`src/rtl/keypad_entry_ctrl_pkg.sv`:
```
// -----------------------------------------------------------------------------
// keypad_entry_ctrl_pkg
// Shared parameter header for the keypad entry controller: key code constants,
// the default code length, the entry FSM state encoding and a key classifier.
// -----------------------------------------------------------------------------
package keypad_entry_ctrl_pkg;

  localparam int NUM_DIGITS_DEFAULT = 4;

  localparam logic [3:0] KEY_MAX_DIGIT = 4'h9;
  localparam logic [3:0] KEY_ENTER     = 4'hA;
  localparam logic [3:0] KEY_BACK      = 4'hB;

  typedef enum logic [1:0] {
    ST_IDLE    = 2'd0,
    ST_COLLECT = 2'd1,
    ST_FULL    = 2'd2,
    ST_DONE    = 2'd3
  } entry_state_t;

  // True for the decimal digit keys 0-9.
  function automatic logic is_digit(input logic [3:0] code);
    return (code <= KEY_MAX_DIGIT);
  endfunction

endpackage

```
`src/rtl/keypad_entry_ctrl_idle_timer.sv`:
```
// -----------------------------------------------------------------------------
// entry_idle_timer
// Idle counter for the keypad entry controller; only present in builds that
// define ENTRY_TIMEOUT_EN.
//   clk, rst_n : clock, asynchronous active-low reset
//   hold       : restart the idle count this cycle
//   expire     : count has reached TIMEOUT_CYCLES-1 without a hold
// -----------------------------------------------------------------------------
`ifdef ENTRY_TIMEOUT_EN
module entry_idle_timer #(
  parameter int TIMEOUT_CYCLES = 50_000_000
) (
  input  logic clk,
  input  logic rst_n,
  input  logic hold,
  output logic expire
);

  localparam int W = (TIMEOUT_CYCLES > 1) ? $clog2(TIMEOUT_CYCLES) : 1;
  localparam logic [W-1:0] LAST = W'(TIMEOUT_CYCLES - 1);

  logic [W-1:0] cnt_r;

  assign expire = ~hold & (cnt_r == LAST);

  // Idle cycle counter; restarts on hold and after each expiry.
  always_ff @(posedge clk or negedge rst_n) begin
    if (!rst_n) begin
      cnt_r <= '0;
    end else if (hold || expire) begin
      cnt_r <= '0;
    end else begin
      cnt_r <= cnt_r + W'(1);
    end
  end

endmodule
`endif

```
`src/rtl/keypad_entry_ctrl.sv`:
```
// -----------------------------------------------------------------------------
// keypad_entry_ctrl
// Collects a NUM_DIGITS BCD code from a debounced keypad, supports backspace,
// compares the submitted entry against a stored code and reports the result.
// Optional build macro: ENTRY_TIMEOUT_EN (auto-clear of a stale entry after
// TIMEOUT_CYCLES idle cycles; without it timeout is tied low).
//   clk, rst_n     : clock, asynchronous active-low reset
//   key_valid/code : keypad key offer (0-9 digit, A enter, B backspace)
//   key_ready      : key is accepted this cycle when key_valid is high
//   clear_entry    : empty the entry buffer (wins over a same-cycle key)
//   accept_digit   : enables key intake
//   load_code      : copy the current entry into the stored code
//   done / match   : full-code submission pulse and comparison result
//   entry_digits   : BCD entry, newest digit in the low nibble
//   digit_count    : number of digits held
//   short_err      : ENTER with an incomplete entry
//   timeout        : entry auto-cleared after idling
// -----------------------------------------------------------------------------
module keypad_entry_ctrl
  import keypad_entry_ctrl_pkg::*;
#(
  parameter int NUM_DIGITS     = NUM_DIGITS_DEFAULT,
  parameter int TIMEOUT_CYCLES = 50_000_000
) (
  input  logic                            clk,
  input  logic                            rst_n,
  input  logic                            key_valid,
  input  logic [3:0]                      key_code,
  output logic                            key_ready,
  input  logic                            clear_entry,
  input  logic                            accept_digit,
  input  logic                            load_code,
  output logic                            done,
  output logic                            match,
  output logic [4*NUM_DIGITS-1:0]         entry_digits,
  output logic [$clog2(NUM_DIGITS+1)-1:0] digit_count,
  output logic                            short_err,
  output logic                            timeout
);

  localparam int CW = $clog2(NUM_DIGITS + 1);
  localparam int EW = 4 * NUM_DIGITS;
  localparam logic [CW-1:0] FULL_CNT = CW'(NUM_DIGITS);

  entry_state_t  state_r, state_nxt;
  logic [EW-1:0] entry_r, entry_nxt;
  logic [EW-1:0] code_r;
  logic [CW-1:0] cnt_r, cnt_nxt;
  logic          match_r;
  logic          short_err_r, short_err_nxt;
  logic          enter_full_s;
  logic          consume_s;
  logic          expire_s;

  // Reset is folded in so no key is offered as accepted while in reset.
  assign key_ready = rst_n & accept_digit & ~done;
  assign consume_s = key_valid & key_ready;

  assign done         = (state_r == ST_DONE);
  assign match        = match_r;
  assign entry_digits = entry_r;
  assign digit_count  = cnt_r;
  assign short_err    = short_err_r;

`ifdef ENTRY_TIMEOUT_EN
  logic hold_s;
  logic timeout_r;

  assign hold_s  = consume_s | clear_entry | (cnt_r == '0) | ~accept_digit;
  assign timeout = timeout_r;

  entry_idle_timer #(
    .TIMEOUT_CYCLES(TIMEOUT_CYCLES)
  ) u_idle_timer (
    .clk   (clk),
    .rst_n (rst_n),
    .hold  (hold_s),
    .expire(expire_s)
  );

  // Timeout pulse accompanies the auto-clear edge.
  always_ff @(posedge clk or negedge rst_n) begin
    if (!rst_n) begin
      timeout_r <= 1'b0;
    end else begin
      timeout_r <= expire_s;
    end
  end
`else
  assign expire_s = 1'b0;
  assign timeout  = 1'b0;
`endif

  // Entry buffer update and next-state decode; clear/expiry outrank any key.
  always_comb begin
    entry_nxt     = entry_r;
    cnt_nxt       = cnt_r;
    short_err_nxt = 1'b0;
    enter_full_s  = 1'b0;
    state_nxt     = ST_IDLE;

    if (clear_entry || expire_s) begin
      entry_nxt = '0;
      cnt_nxt   = '0;
    end else if (consume_s) begin
      if (is_digit(key_code)) begin
        if (cnt_r != FULL_CNT) begin
          entry_nxt      = entry_r << 3'd4;
          entry_nxt[3:0] = key_code;
          cnt_nxt        = cnt_r + CW'(1);
        end else begin
          entry_nxt = entry_r;
        end
      end else if (key_code == KEY_BACK) begin
        if (cnt_r != '0) begin
          entry_nxt = entry_r >> 3'd4;
          cnt_nxt   = cnt_r - CW'(1);
        end else begin
          entry_nxt = entry_r;
        end
      end else if (key_code == KEY_ENTER) begin
        if (cnt_r == FULL_CNT) begin
          enter_full_s = 1'b1;
        end else begin
          short_err_nxt = 1'b1;
        end
      end else begin
        // Unused codes are consumed without effect.
        entry_nxt = entry_r;
      end
    end else begin
      entry_nxt = entry_r;
    end

    // State follows the resulting digit count; DONE lasts exactly one cycle.
    if (enter_full_s) begin
      state_nxt = ST_DONE;
    end else if (cnt_nxt == '0) begin
      state_nxt = ST_IDLE;
    end else if (cnt_nxt == FULL_CNT) begin
      state_nxt = ST_FULL;
    end else begin
      state_nxt = ST_COLLECT;
    end
  end

  // State, entry, stored code and result registers.
  always_ff @(posedge clk or negedge rst_n) begin
    if (!rst_n) begin
      state_r     <= ST_IDLE;
      entry_r     <= '0;
      cnt_r       <= '0;
      code_r      <= '0;
      match_r     <= 1'b0;
      short_err_r <= 1'b0;
    end else begin
      state_r     <= state_nxt;
      entry_r     <= entry_nxt;
      cnt_r       <= cnt_nxt;
      short_err_r <= short_err_nxt;
      // Pre-edge entry is copied, so a simultaneous clear does not lose it.
      if (load_code) begin
        code_r <= entry_r;
      end
      if (enter_full_s) begin
        match_r <= (entry_r == code_r);
      end
    end
  end

endmodule

```
`config.mk`:
```
export PLATFORM = sky130hd
export DESIGN_NAME = keypad_entry_ctrl
export DESIGN_NICKNAME = d
export VERILOG_FILES = /design/src/rtl/keypad_entry_ctrl_pkg.sv /design/src/rtl/keypad_entry_ctrl_idle_timer.sv /design/src/rtl/keypad_entry_ctrl.sv
export SDC_FILE = /design/constraint.sdc
export NUM_CORES = 1
export LEC_CHECK = 0
export BUFFER_PORTS_ARGS = -buffer_cell sky130_fd_sc_hd__buf_4
export CELL_PAD_IN_SITES_DETAIL_PLACEMENT = 1
export CELL_PAD_IN_SITES_GLOBAL_PLACEMENT = 2
export CORE_ASPECT_RATIO = 1.5
export CORE_MARGIN = 1
export CORE_UTILIZATION = 39
export DETAILED_ROUTE_END_ITERATION = 6
export HOLD_SLACK_MARGIN = 0.02
export PLACE_DENSITY_LB_ADDON = 0.1
export SYNTH_ARGS = -nofsm -noshare
export SYNTH_HDL_FRONTEND = slang
export SYNTH_SLANG_ARGS = --single-unit
```
`constraint.sdc`:
```
create_clock -name clk -period 3.5 [get_ports clk]
set_clock_uncertainty 0.05 [all_clocks]
set_input_delay 0.875 -clock clk [delete_from_list [all_inputs] [get_ports clk]]
set_output_delay 0.875 -clock clk [all_outputs]
set_load 0.03 [all_outputs]
```
; Word-level counts from Yosys, hierarchy flattened
; Index checks and enable logic that the tools add are counted.
[word_totals]
reg_bits = 39
input_bits = 10
output_inout_bits = 24
word_cells = 54
[classes]
add_sub_neg = 2
n_lt_le_gt_ge = 1
n_eq_ne = 8
muxes = 27
n_bitwise = 4
n_reduce_logical = 6
[op_table]
columns = cell, n
row1 = $mux 16, 6
row2 = $mux 3, 6
row3 = $eq 16x16->1, 1
row4 = $mux 1, 12
row5 = $reduce_bool 3->1, 3
row6 = $eq 4x4->1 const B, 2
row7 = $eq 3x3->1 const B, 2
row8 = $mux 2, 3
row9 = $le 4x4->1 const B, 1
row10 = $reduce_and 4->1, 1
row11 = $add 3x1->3 const B, 1
row12 = $and 1x1->1, 3
row13 = $logic_not 3->1, 1
row14 = $ne 3x2->1 const B, 1
row15 = $ne 3x3->1 const B, 1
row16 = $sub 3x1->3 const B, 1
row17 = $eq 2x2->1 const B, 1
row18 = $reduce_bool 2->1, 1
row19 = $not 1->1, 1

; Longest topological paths before layout
; Gate-level depths: netlist of the first run.
[depth]
depth_word = 10
mapped_depth = 7
mapped_depth_nobuf = 7

; Least setup slack after synthesis of the first run
; No wires, ideal clock.
[synth_path]
path_type = input-to-output
start = input port rst_n
end = output port key_ready
arrival_ns = 1.187
required_time_ns = 2.575
setup_slack_ns = 1.388
stages = 1
n_path_buf = 0
path_cell_list = and3_1
[synth_between]
elab_chain_len = 2
[synth_rtl]
columns = item, line
row1 = "start, declared", keypad_entry_ctrl.sv:26  ; input logic rst_n,
row2 = $and 1x1->1 (2 in series), keypad_entry_ctrl.sv:56  ; assign key_ready = rst_n & accept_digit & ~done;
row3 = "end, declared", keypad_entry_ctrl.sv:29  ; output logic key_ready,
; Every way passes these cells.

; Worst setup path after layout of the first run
; Ends and elaborated chain as after synthesis.

==> results list, run 1 <==
- Vias post-DR: 1424
- Total met2 wirelength after detailed routing: 2640 um
* Worst setup slack for register-to-register paths: 1.44 ns
- CP arrival: 1.37 ns
- The worst setup path is launched from an input pin.
- Average instance area after synthesis: 11.5 um2
- Wire length of the first global-routing pass: 7820 um
- Final standard cell utilization of the core: 48.7%
* Total negative slack: 0 ns
* Die area: 0.00536 mm2
* Post-route DRC violation count: 0
- TritonRoute pass-1 iters: 4
- Peak ir drop on the vdd network: 0.000265 V
* R2R cell count: 6
* Total global-route track usage: 20.5%
- Clock tree synthesis selected as its root buffer the cell clkbuf_8.
* CTS Buf Count: 5
- After synthesis, flip-flops and latches occupy 49.4% of the total area.
- Number of antenna violations at the first check in global routing: 0
* Number of synthesized register bits: 39
* Worst Path Required: 2.57 ns
* Initial cell density of the core: 40.8%
* Die Span Y: 89.2 um
* Detail Route met3 WL: 109 um
- Worst min-delay path category: input pin to async pin
- TritonCTS built the clock tree.
* Final worst-path cycle share: 65.5%
- P per Cell Area: 400 mW/mm2
* Layout cell share with drive strength beyond 1: 29.9%
- For this block, wires on met1 add up to 1920 um.
- At the end of routability-driven placement, the weighted congestion stood at 0.747.
- Std cell rows: 31
* Area of the mapped netlist: 0.00198 mm2
- Area growth, synth to finish: 19.5%
- Reg-to-Reg Start: digit_count[0]
- Wire per inst: 17.8 um
* Minimum period implied by the final worst setup slack: 2.29 ns
- Count of nets after finishing: 216
- Setup violations remaining at the end of the flow were counted as 0.
- The number of gates resized after CTS was 0.
* X dimension of the die: 60.1 um
- Classification of the worst setup path: input pin to output pin
- The routed design has 4800 um of wire.
- Maximum count of clock buffers along a single path: 2
- In this run the worst path has a maximum fanout of 11.
- Synth cell types: 32
- The worst setup path is captured at an output pin.
* Hold violation count in the final report: 0
* Buffers on Ports: 32
- I/O pin cnt: 34
- For the pin with the worst max-slew slack, the measured transition is 0.626 ns.
* Terminus of the critical flop-to-flop path: state_r[0]
- Timing would allow up to 0.436 GHz.
- Summed over all cells, the static leakage comes to 1.25 nW.
- Top Metal Used: met4
- Synthesis produced 172 cells.
- Post-DP HPWL: 3480 um
- For this design, the sink count on the clock tree is 39.
* Number of H-tree levels: 2
- For the worst-skew pair, the clock arrives at the later sink with an insertion delay of 0.29 ns.
- Measured against its own limit, the worst slew margin works out to 58.1%.
- Layout fillers: 545
- Synthesis produced a netlist with a net count of 185.
- Number of warning messages in the yosys log: 0
- Number of global-route vias before repair: 1536
- Antenna diode count: 0
- Setup repair after global routing left no endpoint under its margin.
- Post-CTS timing repair inserted 0 buffers for setup.
* Core footprint: 0.00485 mm2
- The multi-input combinational cells in the finished layout cover a total of 926 um2.
- Number of hold-repair buffers added at the cts stage: 0
- The count of nets left with antenna violations once routing finished came out at 0.
- The tool flagged a number of max-cap violations equal to 0.
- In the routed layout, each cell is associated on average with a via count of 5.27.
- For this run the aggregate overflow at the end of global routing stands at 0.
* Clock-pin slew of the registers on the worst-case setup and hold paths: 0.08 ns
- The run finished with clean final reports.
* Area taken by flip-flops and latches: 976 um2
- For this block, the initial DRC count from the detailed router was 43.
- The max-slew violation count came to 0.
- Entering global routing, the biggest net connects 33 pins.
## placed cells by master, fill, tap and decap left out
cell / instances
nand2_2: 1
inv_1: 5
dfrtp_1: 39
mux2i_1: 12
nor4_1: 5
and3_1: 3
o21ai_0: 2
clkbuf_8: 7
a21bo_1: 1
xor2_1: 17
a32o_1: 1
clkinvlp_4: 1
xnor2_1: 2
a21oi_1: 4
a221oi_2: 1
o211ai_1: 1
conb_1: 1
nand2_1: 6
and4_1: 1
mux2_2: 16
a211oi_1: 12
o21ai_1: 1
nand2b_1: 1
nor3b_1: 2
nand4_1: 4
nor2_1: 15
buf_4: 34
a22o_1: 5
o21ai_4: 1
ha_1: 3
## routing by layer
| metal | vias up | global-route usage [%] |
|---|---|---|
| met5 | - | 0 |
| met4 | 0 | 10.1 |
| met3 | 9 | 3.62 |
| met2 | 27 | 36.9 |
| met1 | 716 | 22.4 |
| li1 | 672 | - |
## registers in the layout, summed over array words and instances, names as in the netlist
name / cells
code_r: 16
entry_digits: 16
state_r: 2
digit_count: 3
match: 1
short_err: 1
## critical path: stages
cell and delay, ns:
buf_4 0.16, and3_1 0.17, buf_4 0.16
## worst max path at each step
| stage | start | end | cells after the start |
|---|---|---|---|
| 2_1_floorplan | rst_n | key_ready | 1 |
| 3_3_place_gp | key_code[2] | state_r[0] | 7 |
| 3_5_place_dp | rst_n | state_r[1] | 6 |
| 4_1_cts | rst_n | key_ready | 3 |
| 5_1_grt | rst_n | key_ready | 3 |
| 6_report | rst_n | key_ready | 3 |
## cell families after synthesis
logic type | share of synthesized area [%]
AOI/OAI and AO/OA | 11.5
xor gates and xnor gates | 8.42
adders and majority gates | 1.90
other | 0.190
muxes | 15.2
DFF | 49.4
buffers and inverters | 3.80
and+or+nand+nor | 9.62
## report_power, final
group / leakage (nW) / total, W / switching (W) / internal [W]
Sequential: 0.539 / 0.000480 / 0.0000160 / 0.000464
Combinational: 0.658 / 0.000128 / 0.0000778 / 0.0000505
Clock: 0.0505 / 0.000337 / 0.000158 / 0.000179
## layout make-up
type | instances | share of cell area [%]
flip-flops and latches | 39 | 41.3
multi-input cells | 118 | 39.2
repair buffers | 34 | 10.8
clock buffers | 7 | 4.08
well taps | 66 | 3.50
inverters | 5 | 0.794
clock inverters | 1 | 0.318
## stage by stage
stage	cells	setup WS (ns)	hold WS [ns]	power, W	cell area, um2
detailed placement	262	1.02	0.434	0.000619	2260
finish	270	1.21	0.349	0.000945	2360
global placement	262	1.07	0.425	0.000615	2260
global route	270	1.18	0.341	0.000987	2360
floorplan	172	1.39	0.451	0.000567	1980
CTS	270	1.20	0.345	0.000960	2360
## synthesized netlist by cell type
cell | count | area (um2)
clkbuf_1 | 3 | 11.3
inv_1 | 5 | 18.8
nand2b_1 | 1 | 6.26
a211oi_1 | 12 | 90.1
nor2_1 | 15 | 56.3
nand2_2 | 1 | 6.26
o21ai_4 | 1 | 16.3
buf_6 | 1 | 11.3
buf_1 | 1 | 3.75
a21bo_1 | 1 | 10.0
nand4_1 | 4 | 25.0
nor3b_1 | 2 | 15.0
o21ai_0 | 2 | 10.0
mux2_2 | 16 | 180
a22o_1 | 5 | 43.8
xnor2_1 | 2 | 17.5
a32o_1 | 1 | 10.0
o211ai_1 | 1 | 7.51
and3_1 | 3 | 18.8
buf_4 | 2 | 15.0
conb_1 | 1 | 3.75
o21ai_1 | 1 | 5.00
xor2_1 | 17 | 149
buf_2 | 3 | 15.0
a21oi_1 | 4 | 20.0
dfrtp_1 | 39 | 976
mux2i_1 | 12 | 120
nand2_1 | 6 | 22.5
a221oi_2 | 1 | 15.0
and4_1 | 1 | 8.76
nor4_1 | 5 | 31.3
ha_1 | 3 | 37.5
Note: power is estimated with default switching activity, not from simulation.
==> inputs of run 2 (changes only) <==
- CORE_UTILIZATION: 39 -> 33
- clock period: 3.5 -> 1.9 ns (I/O delays scaled with it)
==> run 2 against run 1 <==
- design area is 6.4% higher
- power increased by 97%
- final cell count rose by 7.8%
- register-to-register slack lost 1.3 ns
- sequential power increased by 83%
==> results list, run 2 (same netlist as run 1, synthesis figures left out) <==
* Outcome: finished, final reports clean
- Buffers on Ports: 32
- Terminus of the critical flop-to-flop path: entry_digits[6]
- After detailed routing, the average wire length per cell comes to 18.0 um.
- Number of antenna violations at the first check in global routing: 0
* Count of nets after finishing: 231
- Buffers inserted to repair hold after CTS numbered 0.
* Final total power: 0.00187 W
- The die covers 0.00631 mm2.
- R2R cell count: 6
* Antenna Nets Post-Route: 0
- P per Cell Area: 742 mW/mm2
- Total of cells resized after clock tree synthesis: 0
- Summed over all cells, the static leakage comes to 1.34 nW.
- Top delay family on crit path: compound AO/OA/AOI/OAI gates
- Critical path's most frequent cell: buf_4
- Slowest cell on crit path: dfrtp_1
- Critical path peak fanout: 11
- Initial cell density of the core: 34.2%
- For the pin with the worst max-slew slack, the measured transition is 0.584 ns.
- The number of setup buffers added after CTS is 0.
- Global routing consumed, on the met2 layer, 33.9% of the routing resources.
- Count of buffer and inverter cells on the critical path: 2
* Area growth, synth to finish: 27.2%
* Total congestion overflow after global routing: 0
- 0 antenna diodes ended up in the layout.
* Capturing element type of the critical path: register
- From left edge to right edge, the die measures 65.2 um.
* Std cell rows: 34
* Number of global-route vias before repair: 1648
- Net switching power: 0.000474 W
- IR analysis of the VDD net gives a maximum drop of 0.000423 V.
- Slowest Stage Delay on Critical Path: 0.47 ns
- CTS built an H-tree with a depth of 2.
* CTS Buf Count: 5
- Hold violation count in the final report: 0
- Worst min-delay path category: input pin to async pin
- In this run the most used layer during global routing was met2.
* Final worst-path cycle share: 90.6%
- Internal power comes to 0.00139 W.
* Layout cell share with drive strength beyond 1: 35.2%
- Part of the total power dissipated in the clock network: 38.3%
* Die Span Y: 96.8 um
* Setup-violating endpoint count in the final report: 0
* Switching share of power: 25.4%
* Total global-route track usage: 18.5%
- Clock-pin slew of the registers on the worst-case setup and hold paths: 0.08 ns
* Startpoint Class: register
- Last weighted congestion value of the routability-driven placer: 0.780
- Sequential cells account for 47.0% of the total power.
* I/O pin cnt: 34
* Minimum period implied by the final worst setup slack: 1.72 ns
- Via density per instance: 5.09
* Most used cells in the layout excluding fill and tap cells: 48 x buf_4, 39 x dfrtp_1, 17 x xor2_1
- The longest clock path from root to sink contains 2 buffers.
- Worst setup slack for register-to-register paths: 0.18 ns
- For this block, the initial DRC count from the detailed router was 25.
* Total wirelength of the detailed-routed design: 5230 um
* Combinational Power Share: 14.7%
- CP arrival: 1.87 ns
- The critical path is of the register to register type.
- Entering global routing, the biggest net connects 33 pins.
* Core footprint: 0.00579 mm2
* Total negative slack: 0 ns
- Max-cap violations in this run came to 0.
- Clk sink count: 39
* Highest Clock Rate: 0.581 GHz
* Most common cell after layout, fill and taps aside: buf_4
- Once detailed placement completed, the half-perimeter wirelength came to 3890 um.
* Fin. max-slew vios: 0
* Slew Limit Headroom: 60.7%
- GRT met3 Usage: 3.07%
* Master cell of the clock root buffer: clkbuf_8
- Vias post-DR: 1480
- For the worst-skew pair, the clock arrives at the later sink with an insertion delay of 0.29 ns.
* Wire length of the first global-routing pass: 8730 um
* Instance count after placement with tap cells included: 283
- In the routed design, unresolved DRC markers number 0.
* Worst Path Required: 2.05 ns
- The count of cells in the finished layout, fillers not included, comes to 291.
* GRT met1 Usage: 21.6%
- TritonRoute pass-1 iters: 5
- Setup repair after global routing left no endpoint under its margin.
- Critical path cell sequence: xnor2_1, a221oi_4, buf_4, buf_4, nor2_1, a211oi_1
- TritonCTS built the clock tree.
- Reg-to-Reg Start: digit_count[2]
-- run 2: power by group through the flow --
stage	clock network (W)	logic, W	registers [W]
floorplan	0	0.000130	0.000914
global placement	0	0.000266	0.000891
global route	0.000762	0.000301	0.000880
detailed placement	0	0.000272	0.000894
finish	0.000715	0.000274	0.000877
CTS	0.000737	0.000273	0.000877
-- run 2: routing by layer --
metal | wire, um | share of wire, % | vias to the layer above
met3 | 162 | 3.1 | 5
li1 | - | - | 703
met1 | 2170 | 41 | 743
met2 | 2850 | 54 | 29
met5 | 0 | 0 | -
met4 | 60 | 1.1 | 0
-- run 2: worst max-delay path by stage --
stage                    from               end  slack [ns]  cells after the start
6_report       digit_count[2]   entry_digits[6]        0.18                      6
5_1_grt        digit_count[1]   entry_digits[6]        0.04                      7
4_1_cts        digit_count[1]   entry_digits[6]        0.09                      7
2_1_floorplan  digit_count[0]  entry_digits[12]        0.03                      6
3_3_place_gp      key_code[2]   entry_digits[8]        0.06                      7
3_5_place_dp      key_code[2]  entry_digits[13]       0.002                      7
-- run 2: layout make-up --
class	count	area (um2)
well taps	72	90.1
inverters	5	18.8
repair buffers	49	372
clock inverters	2	35.0
fillers	659	3270
multi-input cells	118	940
flip-flops and latches	39	976
clock buffers	6	82.6
-- run 2: through the flow --
step                      area (um2)  worst slack (ns)  util [%]  hold WS, ns
final                           2510             0.178      43.4       0.0624
after global routing            2510            0.0415      43.4       0.0687
after CTS                       2500            0.0898      43.1       0.0628
after detailed placement        2380           0.00160      41.1        0.383
after global placement          2380            0.0638      41.1        0.380
after floorplan                 1980            0.0312         -        0.129
